<file path="config.mk">
export PLATFORM = sky130hd
export DESIGN_NAME = riscv_alu_flat
export DESIGN_NICKNAME = d
export VERILOG_FILES = /design/src/rtl/riscv_alu_if.sv /design/src/rtl/riscv_alu.sv /design/src/flat_wrapper.sv
export SDC_FILE = /design/constraint.sdc
export NUM_CORES = 1
export LEC_CHECK = 0
export CELL_PAD_IN_SITES_DETAIL_PLACEMENT = 1
export CELL_PAD_IN_SITES_GLOBAL_PLACEMENT = 2
export CORE_UTILIZATION = 31
export CTS_CLUSTER_DIAMETER = 120
export DETAILED_ROUTE_END_ITERATION = 8
export PLACE_DENSITY = 0.93
export SYNTH_ARGS = -nofsm -noshare
export SYNTH_HDL_FRONTEND = slang
export SYNTH_SLANG_ARGS = --single-unit
</file>
<file path="constraint.sdc">
create_clock -name clk -period 5.4 [get_ports clk]
set_input_delay 1.08 -clock clk [delete_from_list [all_inputs] [get_ports clk]]
set_output_delay 1.08 -clock clk [all_outputs]
set_load 0.005 [all_outputs]
</file>
<file path="src/rtl/riscv_alu_if.sv">
// ============================================================================
// Module      : riscv_alu_if
// Description : Operand/result bundle between the issue logic and riscv_alu.
// Revision    : 1.0 - initial release
// ============================================================================
`default_nettype none

interface riscv_alu_if #(
    parameter int XLEN = 32
);
    logic            in_valid;
    logic [XLEN-1:0] operand1;
    logic [XLEN-1:0] operand2;
    logic [2:0]      func3;
    logic            subsra;
    logic [XLEN-1:0] result;
    logic            out_valid;
    logic            zero;

    modport master (
        output in_valid, operand1, operand2, func3, subsra,
        input  result, out_valid, zero
    );

    modport slave (
        input  in_valid, operand1, operand2, func3, subsra,
        output result, out_valid, zero
    );
endinterface

`default_nettype wire

</file>
<file path="src/rtl/riscv_alu.sv">
// ============================================================================
// Module      : riscv_alu
// Description : RV32I execute-stage ALU, one-cycle registered result + zero.
// Revision    : 1.0 - initial release
// ============================================================================
`default_nettype none

module riscv_alu #(
    parameter int XLEN = 32
) (
    input  wire          clk,
    input  wire          rst,
    riscv_alu_if.slave   bus
);
    localparam logic [2:0] c_F3_ADDSUB = 3'b000;
    localparam logic [2:0] c_F3_SLL    = 3'b001;
    localparam logic [2:0] c_F3_SLT    = 3'b010;
    localparam logic [2:0] c_F3_SLTU   = 3'b011;
    localparam logic [2:0] c_F3_XOR    = 3'b100;
    localparam logic [2:0] c_F3_SRLSRA = 3'b101;
    localparam logic [2:0] c_F3_OR     = 3'b110;
    localparam logic [2:0] c_F3_AND    = 3'b111;

    logic [4:0]      w_shamt;
    logic [XLEN-1:0] w_alu;
    logic [XLEN-1:0] w_result_d;
    logic            w_zero_d;
    logic            w_valid_d;
    logic [XLEN-1:0] r_result_q;
    logic            r_zero_q;
    logic            r_valid_q;

    // Only the low five bits of operand2 ever form a shift amount.
    assign w_shamt = bus.operand2[4:0];

    always_comb begin
        w_alu = '0;
        case (bus.func3)
            c_F3_ADDSUB: w_alu = bus.subsra ? (bus.operand1 - bus.operand2)
                                            : (bus.operand1 + bus.operand2);
            c_F3_SLL:    w_alu = bus.operand1 << w_shamt;
            c_F3_SLT:    w_alu = {{(XLEN-1){1'b0}},
                                  ($signed(bus.operand1) < $signed(bus.operand2))};
            c_F3_SLTU:   w_alu = {{(XLEN-1){1'b0}}, (bus.operand1 < bus.operand2)};
            c_F3_XOR:    w_alu = bus.operand1 ^ bus.operand2;
            c_F3_SRLSRA: w_alu = bus.subsra ? XLEN'($signed(bus.operand1) >>> w_shamt)
                                            : (bus.operand1 >> w_shamt);
            c_F3_OR:     w_alu = bus.operand1 | bus.operand2;
            c_F3_AND:    w_alu = bus.operand1 & bus.operand2;
            default:     w_alu = '0;
        endcase
    end

    // result and zero hold on idle cycles; only out_valid drops.
    always_comb begin
        w_valid_d  = bus.in_valid;
        w_result_d = r_result_q;
        w_zero_d   = r_zero_q;
        if (bus.in_valid) begin
            w_result_d = w_alu;
            w_zero_d   = (w_alu == '0);
        end
    end

    always_ff @(posedge clk) begin
        if (rst) begin
            r_result_q <= '0;
            r_zero_q   <= 1'b1;
            r_valid_q  <= 1'b0;
        end else begin
            r_result_q <= w_result_d;
            r_zero_q   <= w_zero_d;
            r_valid_q  <= w_valid_d;
        end
    end

    assign bus.result    = r_result_q;
    assign bus.zero      = r_zero_q;
    assign bus.out_valid = r_valid_q;
endmodule

`default_nettype wire

</file>
<file path="src/flat_wrapper.sv">
// flat-port wrapper written by rule: the top's interface ports become plain ports
module riscv_alu_flat 
#(
    parameter int XLEN = 32
)
  (clk, rst, bus_in_valid, bus_operand1, bus_operand2, bus_func3, bus_subsra, bus_result, bus_out_valid, bus_zero);
  riscv_alu_if #(.XLEN(XLEN)) bus_i ();
  input  wire clk;
  input  wire rst;
  input wire logic [$bits(bus_i.in_valid)-1:0] bus_in_valid;
  input wire logic [$bits(bus_i.operand1)-1:0] bus_operand1;
  input wire logic [$bits(bus_i.operand2)-1:0] bus_operand2;
  input wire logic [$bits(bus_i.func3)-1:0] bus_func3;
  input wire logic [$bits(bus_i.subsra)-1:0] bus_subsra;
  output wire logic [$bits(bus_i.result)-1:0] bus_result;
  output wire logic [$bits(bus_i.out_valid)-1:0] bus_out_valid;
  output wire logic [$bits(bus_i.zero)-1:0] bus_zero;
  assign bus_i.in_valid = bus_in_valid;
  assign bus_i.operand1 = bus_operand1;
  assign bus_i.operand2 = bus_operand2;
  assign bus_i.func3 = bus_func3;
  assign bus_i.subsra = bus_subsra;
  assign bus_result = bus_i.result;
  assign bus_out_valid = bus_i.out_valid;
  assign bus_zero = bus_i.zero;
  riscv_alu #(.XLEN(XLEN)) u_core (.clk(clk), .rst(rst), .bus(bus_i));
endmodule
</file>
==> run_results.csv <==
group,metric,value,unit
outcome,status,"finished clean",
logic_synthesis,async_flop_share,0,%
timing,worst_pin_slew,1.25,ns
hold_path,hold_start,"u_core.bus.result[17]$_SDFFE_PP0P_",
clock_tree,cts_max_level,2,
logic_synthesis,yosysWarningCount,0,
placement,placed_cell_area,0.0125,mm^2
logic_synthesis,synthCells,1541,
detailed_routing,drtIter0Drc,1599,
clock_tree,root_buffer,"clkbuf_16",
final_layout,final_common_cell,"nand2_1",
final_layout,layout.nets,1820,
critical_path,required,5.60,ns
placement,gp_congestion,1.03,
global_routing,grt_pass1_vias,12948,
power,leakagePower,5.23,nW
critical_path,r2r_slack,4.56,ns
clock_tree,ctsLongestPathBuffers,2,
die,coreArea,0.0335,mm^2
timing,max_freq,0.194,GHz
critical_path,cp_cell_sequence,"clkdlybuf4s50_1, inv_1, ha_1, buf_4, or4_1, nor2_1, a21boi_0, o311ai_1, a21boi_1, a21o_1, nand3_1, nor4b_1, and4_1, nand4_1, o31ai_2",
timing,drv_slew,0,
logic_synthesis,ys_seq_area_share,6.44,%
final_layout,area_delta_synth_final,20.3,%
logic_synthesis,yosysUniqueCellTypes,93,
clock_tree,cts_buffers,5,
detailed_routing,drt-pass1-iter-count,5,
logic_synthesis,synth-xor-area-share,2.49,%
logic_synthesis,synth_mux_area_share,15.1,%
placement,dp_hpwl,45.9,mm
final_layout,final_cell_mix,"nand2_1 (200), nor2_1 (146), a21oi_1 (134)",
critical_path,critPathLaunchType,"input pin",
clock_tree,cts_resized,1,
power,sw_frac_of_total,48.4,%
job,maxCapViolCount,0,
power,power.switching,0.948,mW
timing,rsz0062_at_grt,"false",
logic_synthesis,netlist_area,0.0106,mm^2
global_routing,overflow,0,
power,p_per_area,154,mW/mm^2
critical_path,crit_slowest_cell,"clkdlybuf4s50_1",
detailed_routing,ant_nets,0,
power,totalPowerFinal,1.96,mW
critical_path,criticalPathCategory,"in -> reg",
hold_path,holdPathEnd,"u_core.bus.result[17]$_SDFFE_PP0P_",
critical_path,crit_arrival,5.35,ns
critical_path,endpoint_kind,"flop",
die,dieWidth,187,um
logic_synthesis,synth-edff-count,0,
placement,placed_cells,2091,
critical_path,rr_worst_depth,2,
hold_path,holdPathStages,2,
power,power_frac_clock,16.3,%
logic_synthesis,synthAdderAreaFrac,11.9,%
final_layout,drive_above_1_share,13.5,%
timing,slew_headroom,16.2,%
power,p_int,1.01,mW
placement,portBuffers,104,
logic_synthesis,synth_compound_area_share,33.5,%
critical_path,crit_fanout,10,
final_layout,fin_cells,2100,
clock_tree,cts.clk_slew.worst_paths,0.05,ns
logic_synthesis,synth-simple-area-share,21.8,%
die,ios,105,
global_routing,grt_start_max_net_pins,71,
detailed_routing,via_count,13208,
clock_tree,tritoncts,"done",
critical_path,max_stage_delay,0.56,ns
power,combPwrFrac,69.3,%
clock_tree,clock-sinks,34,
detailed_routing,wirelength,56.2,mm
clock_tree,hold_buffers,0,
timing,fin_worst_skew,0,ns
clock_tree,post_cts_buffers,0,
die,start_util,31.5,%
die,die_y,187,um
detailed_routing,vias_per_cell,6.29,
logic_synthesis,avgSynthCellArea,6.86,um^2
logic_synthesis,synth_fp_nets,1711,
hold_path,worstHoldPathType,"reg -> reg",
global_routing,grt_pass1_wl,82.8,mm
die,die_area,0.0348,mm^2
timing,final.min_clock_period,5.15,ns
detailed_routing,wl_per_cell,26.7,um
detailed_routing,drc,0,
clock_tree,clk_latency,0.28,ns
critical_path,crit_buf_inv,3,
global_routing,grt.total_usage,31.1,%
die,std_cell_rows,67,
power,irDropWorstVdd,166,uV
global_routing,antenna_found_initial,1,
logic_synthesis,ys.flop_type,"dfxtp_1",
logic_synthesis,synth_top_family_by_area,"compound AO/OA/AOI/OAI gates",
critical_path,reg2reg_to,"u_core.bus.result[5]$_SDFFE_PP0P_",
critical_path,timing.rr.start,"u_core.bus.result[5]$_SDFFE_PP0P_",
timing,final_hold_viol_count,0,
timing,setup-violations-final,0,
timing,fin_crit_sh,95.4,%
final_layout,design_area,0.0127,mm^2
logic_synthesis,yosys_register_bits,34,
critical_path,critical-path-top-delay-family,"simple AND/OR/NAND/NOR gates",
power,power_frac_seq,14.4,%
kinds of logic (layout without fill, tap and decap cells):
logic type                 Yosys count  count (layout)
AOI/OAI and AO/OA                  535             535
and+or+nand+nor                    509             509
buffers and inverters              225             335
muxes                              109             109
adders and majority gates           99              99
DFF                                 34              34
xor gates and xnor gates            30              30
other                                0               1
state kept, by name, indices dropped and copies added, names as in the netlist:
| signal | count |
|---|---|
| u_core.bus.out_valid | 1 |
| u_core.bus.zero | 1 |
| u_core.bus.result | 32 |
power by group through the flow:
stage               registers (mW)  clock network, mW  logic (mW)
floorplan                    0.288                  0       0.757
global placement             0.286                  0        1.29
detailed placement           0.287                  0        1.31
CTS                          0.283              0.326        1.32
global route                 0.285              0.334        1.44
finish                       0.282              0.319        1.36
worst max-delay path by stage:
stage                           from                      endpoint  slack, ns  depth (start not counted)
floorplan            bus_operand2[1]  u_core.bus.zero$_SDFFE_PP1P_       0.21                         17
global placement     bus_operand1[0]  u_core.bus.zero$_SDFFE_PP1P_      -0.30                         16
detailed placement   bus_operand1[0]  u_core.bus.zero$_SDFFE_PP1P_      -0.47                         16
CTS                  bus_operand1[0]  u_core.bus.zero$_SDFFE_PP1P_       0.06                         16
global route        bus_operand1[22]  u_core.bus.zero$_SDFFE_PP1P_       0.05                         15
finish              bus_operand2[12]  u_core.bus.zero$_SDFFE_PP1P_       0.25                         15
metrics by stage:
stage          setup TNS (ns)  util, %  worst slack [ns]  hold WS, ns
2_1_floorplan               0        -             0.212        0.462
3_3_place_gp           -0.502     37.4            -0.304        0.466
3_5_place_dp            -1.07     37.4            -0.467        0.473
4_1_cts                     0     37.8            0.0589        0.482
5_1_grt                     0     37.9            0.0485        0.496
6_report                    0     37.9             0.249        0.482
area by class of cell:
type                       count  area (um^2)
antenna                        1         2.50
multi-input combinational   1282         9000
clock inverter                 1         30.0
tap                          448          561
inverter                      99          372
clock buffer                   7          133
fill                        4249        20800
timing repair buffer         228         1940
sequential                    34          681
routing by layer:
layer	vias up	share of wire, %	GRT usage (%)
met5	-	0	0
met4	0	2.8	8.76
met3	103	8.7	5.13
met2	643	45	50.2
met1	6584	43	42.5
li1	5878	-	-
worst min-delay path: cells and delay by family, from the launching register on:
kind,cells,cell delay (ns)
AO/OA/AOI/OAI,1,0.06
flip-flops,1,0.31
AND/OR/NAND/NOR,1,0.06
Yosys cell counts (8+ instances only):
library cell | count | area [um^2]
xnor2_1 | 28 | 245
buf_1 | 18 | 67.6
a21oi_1 | 134 | 671
o21ai_0 | 126 | 631
mux2i_1 | 46 | 460
o211ai_1 | 24 | 180
o221ai_1 | 11 | 96.3
nor2_1 | 146 | 548
clkbuf_1 | 83 | 312
mux4_2 | 37 | 833
a211oi_1 | 47 | 353
and2_1 | 11 | 68.8
o211a_1 | 8 | 80.1
nand3_1 | 29 | 145
nand2_1 | 200 | 751
o31ai_1 | 9 | 67.6
nand2b_1 | 11 | 68.8
ha_1 | 97 | 1210
a31oi_1 | 18 | 113
inv_1 | 97 | 364
nand4_1 | 13 | 81.3
or3_1 | 12 | 75.1
nor2b_1 | 18 | 113
dfxtp_1 | 34 | 681
o22ai_1 | 9 | 56.3
a22oi_1 | 14 | 105
nor3_1 | 30 | 150
mux2_2 | 24 | 270
a21o_1 | 19 | 143
buf_2 | 13 | 65.1
a221oi_1 | 12 | 105
(Power assumes the default switching activity.)
